===== src/rtl/fetch_sequencer.sv =====
// fetch_sequencer: PC owner, multi-byte fetch, branch/reti/vectored IRQ sequencing.
// Define FETCH_SEQ_LEVEL_IRQ_EN for level-sensitive interrupt requests (default: edge-latched).
module fetch_sequencer #(
  parameter int ADDR_BITS = 8,
  parameter int INSTR_BYTES = 2,
  parameter int NUM_IRQ = 4,
  parameter logic [ADDR_BITS-1:0] ISR_BASE = ADDR_BITS'(8'hF0),
  parameter logic [ADDR_BITS-1:0] ISR_STRIDE = ADDR_BITS'(8'h08)
) (
  input  logic                     clk,
  input  logic                     reset,
  output logic                     rd_ram_en,
  output logic [ADDR_BITS-1:0]     rd_ram_addr,
  input  logic [7:0]               rd_ram_data,
  output logic [8*INSTR_BYTES-1:0] ir,
  output logic                     ir_valid,
  input  logic                     exec_done,
  input  logic                     branch_en,
  input  logic [ADDR_BITS-1:0]     branch_target,
  input  logic                     reti,
  input  logic                     int_en_set,
  input  logic                     int_en_clr,
  input  logic [NUM_IRQ-1:0]       int_req,
  output logic [NUM_IRQ-1:0]       int_ack,
  output logic [ADDR_BITS-1:0]     pc,
  output logic                     in_isr,
  output logic                     int_enabled
);
  localparam int KW = INSTR_BYTES > 1 ? $clog2(INSTR_BYTES) : 1;
  localparam int IW = 8 * INSTR_BYTES;
  typedef enum logic [1:0] {IDLE, FETCH, LAST, EXEC} state_t;
  state_t state, state_d;
  logic [KW-1:0] k, k_d;
  logic [ADDR_BITS-1:0] saved_pc, candidate, vec;
  logic [NUM_IRQ-1:0] pending, clr;
  logic [3:0] irq_idx;
  logic boundary, do_reti, take, cap;

  always_ff @(posedge clk) begin
    if (reset) begin
      state <= IDLE;
      k <= '0;
    end else begin
      state <= state_d;
      k <= k_d;
    end
  end

  always_comb begin
    state_d = state;
    k_d = k;
    case (state)
      IDLE: begin
        state_d = FETCH;
        k_d = '0;
      end
      FETCH: if (k == KW'(INSTR_BYTES - 1)) state_d = LAST; else k_d = k + 1'b1;
      LAST: state_d = EXEC;
      EXEC: if (exec_done) begin
        state_d = FETCH;
        k_d = '0;
      end
      default: state_d = IDLE;
    endcase
  end

  assign rd_ram_en = state == FETCH;
  assign rd_ram_addr = pc + ADDR_BITS'(k);
  assign ir_valid = state == EXEC;
  // each byte arrives the cycle after its request, lowest address first
  assign cap = (state == FETCH && k != '0) || state == LAST;
  assign boundary = state == EXEC && exec_done;
  assign do_reti = boundary && reti && in_isr;
  assign take = boundary && int_enabled && !in_isr && |pending;
  assign candidate = branch_en ? branch_target : pc + ADDR_BITS'(INSTR_BYTES);
  assign clr = take ? NUM_IRQ'(1) << irq_idx : '0;
  assign vec = ISR_BASE + ADDR_BITS'(irq_idx) * ISR_STRIDE;

  always_comb begin
    irq_idx = '0;
    for (int i = NUM_IRQ - 1; i >= 0; i--) if (pending[i]) irq_idx = 4'(i);
  end

  always_ff @(posedge clk) begin
    if (reset) begin
      pc <= '0;
      saved_pc <= '0;
      in_isr <= 1'b0;
      int_enabled <= 1'b0;
      int_ack <= '0;
      ir <= '0;
    end else begin
      int_ack <= clr;
      if (cap) ir <= IW'({ir, rd_ram_data});
      if (boundary) begin
        pc <= do_reti ? saved_pc : take ? vec : candidate;
        if (do_reti || take) in_isr <= take;
        int_enabled <= do_reti || (!take && !int_en_clr && (int_en_set || int_enabled));
        if (take) saved_pc <= candidate;
      end
    end
  end

`ifdef FETCH_SEQ_LEVEL_IRQ_EN
  logic [NUM_IRQ-1:0] ack_block;
  assign pending = int_req & ~ack_block;
  always_ff @(posedge clk) begin
    if (reset) ack_block <= '0;
    else ack_block <= (ack_block | clr) & int_req;
  end
`else
  logic [NUM_IRQ-1:0] req_prev;
  always_ff @(posedge clk) begin
    if (reset) begin
      req_prev <= '0;
      pending <= '0;
    end else begin
      req_prev <= int_req;
      pending <= (pending & ~clr) | (int_req & ~req_prev);
    end
  end
`endif
endmodule

===== config.mk =====
export PLATFORM = sky130hd
export DESIGN_NAME = fetch_sequencer
export DESIGN_NICKNAME = d
export VERILOG_FILES = /design/src/rtl/fetch_sequencer.sv
export SDC_FILE = /design/constraint.sdc
export NUM_CORES = 1
export LEC_CHECK = 0
export CAP_MARGIN = 20
export CORE_ASPECT_RATIO = 0.5
export CORE_MARGIN = 4
export CORE_UTILIZATION = 45
export DETAILED_ROUTE_END_ITERATION = 10
export DONT_BUFFER_PORTS = 1
export PLACE_DENSITY = 0.63
export SYNTH_ARGS = -nofsm -noshare
export SYNTH_HDL_FRONTEND = slang
export SYNTH_SLANG_ARGS = --single-unit

===== constraint.sdc =====
create_clock -name clk -period 2.55 [get_ports clk]
set_clock_uncertainty 0.15 [all_clocks]
set_input_delay 0.51 -clock clk [delete_from_list [all_inputs] [get_ports clk]]
set_output_delay 0.51 -clock clk [all_outputs]
set_load 0.005 [all_outputs]

==> results.py <==
metrics = {
    "finish": {
        "area_growth_pct": 7.04,
        "n_fill_cell": 490,
        "fin_nets": 298,
        "drive_above_1_share": 0.0943,
        "finalInstanceArea_um2": 2470,
        "instances_no_fill": 335,
        "final_util": 0.499,
        "n_antenna_cell": 0,
        "final_cell_mix": "nand2_1, dfxtp_1, a21oi_1, nor2_1, o21ai_0",
        "mostFrequentLayoutCell": "nand2_1",
    },
    "sta": {
        "setup_ws_ns": 0.241,
        "timing.final.hold_violations": 0,
        "tns_ns": 0,
        "min_period_over_period": 0.906,
        "fin_worst_hold_slack_ns": 0.116,
        "tightest_slew_ns": 0.544,
        "fmax_mhz": 433,
        "post-route-min-period_ns": 2.31,
        "setup_viol": 0,
        "drv_slew": 0,
        "relSlewSlack": 0.634,
        "rsz0062_at_grt": "no",
    },
    "worst_setup_path": {
        "cp-start-kind": "flop",
        "cp.required_ns": 1.89,
        "cp_max_fo": 7,
        "critPathKind": "reg -> out",
        "crit_path_end_kind": "output port",
        "crit_slowest_cell": "dfxtp_1",
        "path_cells": "ha_1 -> nand4_1 -> nor2_1 -> xor2_1",
        "arrival_ns": 1.65,
        "cp_slowest_stage_delay_ns": 0.48,
    },
    "yosys": {
        "synth_top_area_frac": 0.424,
        "ys_async_sr_fraction": 0,
        "synthCells": 269,
        "synth_edf_count": 0,
        "synth_cell_types": 49,
        "synth_nets": 303,
        "synth.avg_cell_area_um2": 8.59,
        "synth_area_leaders": "dfxtp_1, nand2_1, a21oi_1",
        "synth-main-ff-cell": "dfxtp_1",
        "ys_seq_area_frac": 0.424,
        "mappedNetlistArea_um2": 2310,
        "yosys_warnings": 0,
        "yosys.area.top_type": "dfxtp_1",
        "ys_seq_elements": 49,
    },
    "global_route": {
        "track_usage": 0.159,
        "grt_pass1_wl_mm": 8.09,
        "first_global_vias": 1733,
        "grt_max_degree": 48,
        "antenna_found_initial": 0,
        "overflow": 0,
    },
    "min_path": {
        "hp-class": "in -> reg",
    },
    "clocking": {
        "cts_hold_buf": 0,
        "cts_tree": "done",
        "cts_setup_buffers": 0,
        "cts.sinks": 49,
        "cts-resized-gates": 0,
        "numCtsBuffers": 5,
        "htree_levels": 2,
        "cts-root-buf": "clkbuf_8",
        "clkTransAtPathRegs_ns": 0.09,
        "clock_path_buffers": 2,
        "clk_latency_ns": 0.30,
    },
    "power_and_ir_drop": {
        "clkPwrFrac": 0.347,
        "combPwrFrac": 0.170,
        "peakVddDrop_mv": 0.410,
        "switching_share": 0.285,
        "power_switching_uw": 543,
        "p_seq_frac": 0.484,
        "powerDensity_nw_per_um2": 770,
        "fin_total_pwr_mw": 1.90,
        "power.internal_mw": 1.36,
        "leakagePower_nw": 0.930,
    },
    "placement": {
        "dpl.cell_count": 327,
        "pre_cts_ws_ns": 0.538,
        "dpl-instance-area_um2": 2340,
        "port_buffers": 0,
        "gp_congestion": 0.758,
        "hpwl_mm": 3.64,
    },
    "floorplanning": {
        "initial_core_util": 0.466,
        "die_h_um": 58.7,
        "io-pin-count": 67,
        "core_um2": 4950,
        "rows": 18,
        "dieArea_um2": 6420,
        "chipWidth_um": 109,
    },
    "drt": {
        "antenna_left": 0,
        "vias": 1821,
        "dr.pass1.iters": 6,
        "wl_mm": 5.04,
        "wl_per_cell_um": 15.1,
        "drc_errors": 0,
        "viasPerCell": 5.44,
        "drtIter0Drc": 156,
    },
    "outcome": {
        "status": "complete, no violations",
    },
    "flow_run": {
        "maxCapViolations": 0,
    },
}
==> synth_stat cells (2+ instances only) <==
master / instances
a211oi_1: 2
a21oi_1: 35
a22o_1: 2
a311oi_2: 3
a32oi_1: 2
buf_2: 4
buf_6: 2
clkbuf_1: 5
dfxtp_1: 49
ha_1: 7
inv_1: 7
mux2_2: 4
mux2i_1: 4
nand2_1: 53
nand2b_1: 5
nand3_1: 6
nand4_1: 2
nor2_1: 16
nor2b_1: 12
nor3b_1: 2
nor4bb_1: 2
o21ai_0: 13
xnor2_1: 3
xor2_1: 4
==> critical path: cells and delay by family (launching register included) <==
family,cells,cell delay [ns]
XOR/XNOR,1,0.19
flip-flops,1,0.48
AND/OR/NAND/NOR,2,0.35
adder cells (fa/ha/maj),1,0.33
==> state kept, by name, summed over array words and instances (netlist names) <==
name         cells
req_prev         4
saved_pc         8
ir              16
int_enabled      1
pending          4
k                1
in_isr           1
pc               8
state            2
int_ack          4
==> area by class of cell <==
cell class,count,area (um^2),area share
flip-flops and latches,49,981,0.397
clock inverters,3,68.8,0.0278
clock buffers,5,68.8,0.0278
inverters,7,26.3,0.0106
multi-input cells,199,1230,0.496
well taps,70,87.6,0.0354
repair buffers,2,15.0,0.00607
==> layer usage <==
| layer | GRT usage | vias up | wire, um |
|---|---|---|---|
| met5 | 0 | - | 0 |
| met4 | 0.0444 | 0 | 35 |
| met3 | 0.0613 | 5 | 429 |
| met2 | 0.242 | 63 | 2250 |
| met1 | 0.212 | 835 | 2330 |
| li1 | - | 918 | - |
==> path summary, 6_finish.rpt <==
check                                 start  slack (ns)              to  cells after the start
worst max register to register     state[0]        0.51           pc[3]                      5
worst min-delay path                  reset        0.12           pc[2]                      1
worst max-delay path                  pc[1]        0.24  rd_ram_addr[7]                      4
worst min register to register  saved_pc[7]        0.29     saved_pc[7]                      2
==> kinds of logic (layout without fill, tap and decap cells) <==
family / Yosys count / after routing / share of synthesized area
AO/OA/AOI/OAI: 67 / 67 / 0.186
XOR/XNOR: 7 / 7 / 0.0265
adder cells (fa/ha/maj): 7 / 7 / 0.0379
buffers and inverters: 21 / 17 / 0.0449
flip-flops: 49 / 49 / 0.424
multiplexers: 8 / 8 / 0.0368
AND/OR/NAND/NOR: 110 / 110 / 0.244
==> power groups by stage <==
stage	logic, mW	registers [mW]	clock network (mW)
floorplan	0.282	0.915	0
global placement	0.314	0.935	0
detailed placement	0.326	0.940	0
CTS	0.328	0.922	0.678
global route	0.374	0.934	0.716
finish	0.323	0.921	0.661
Note: power is estimated with default switching activity, not from simulation.
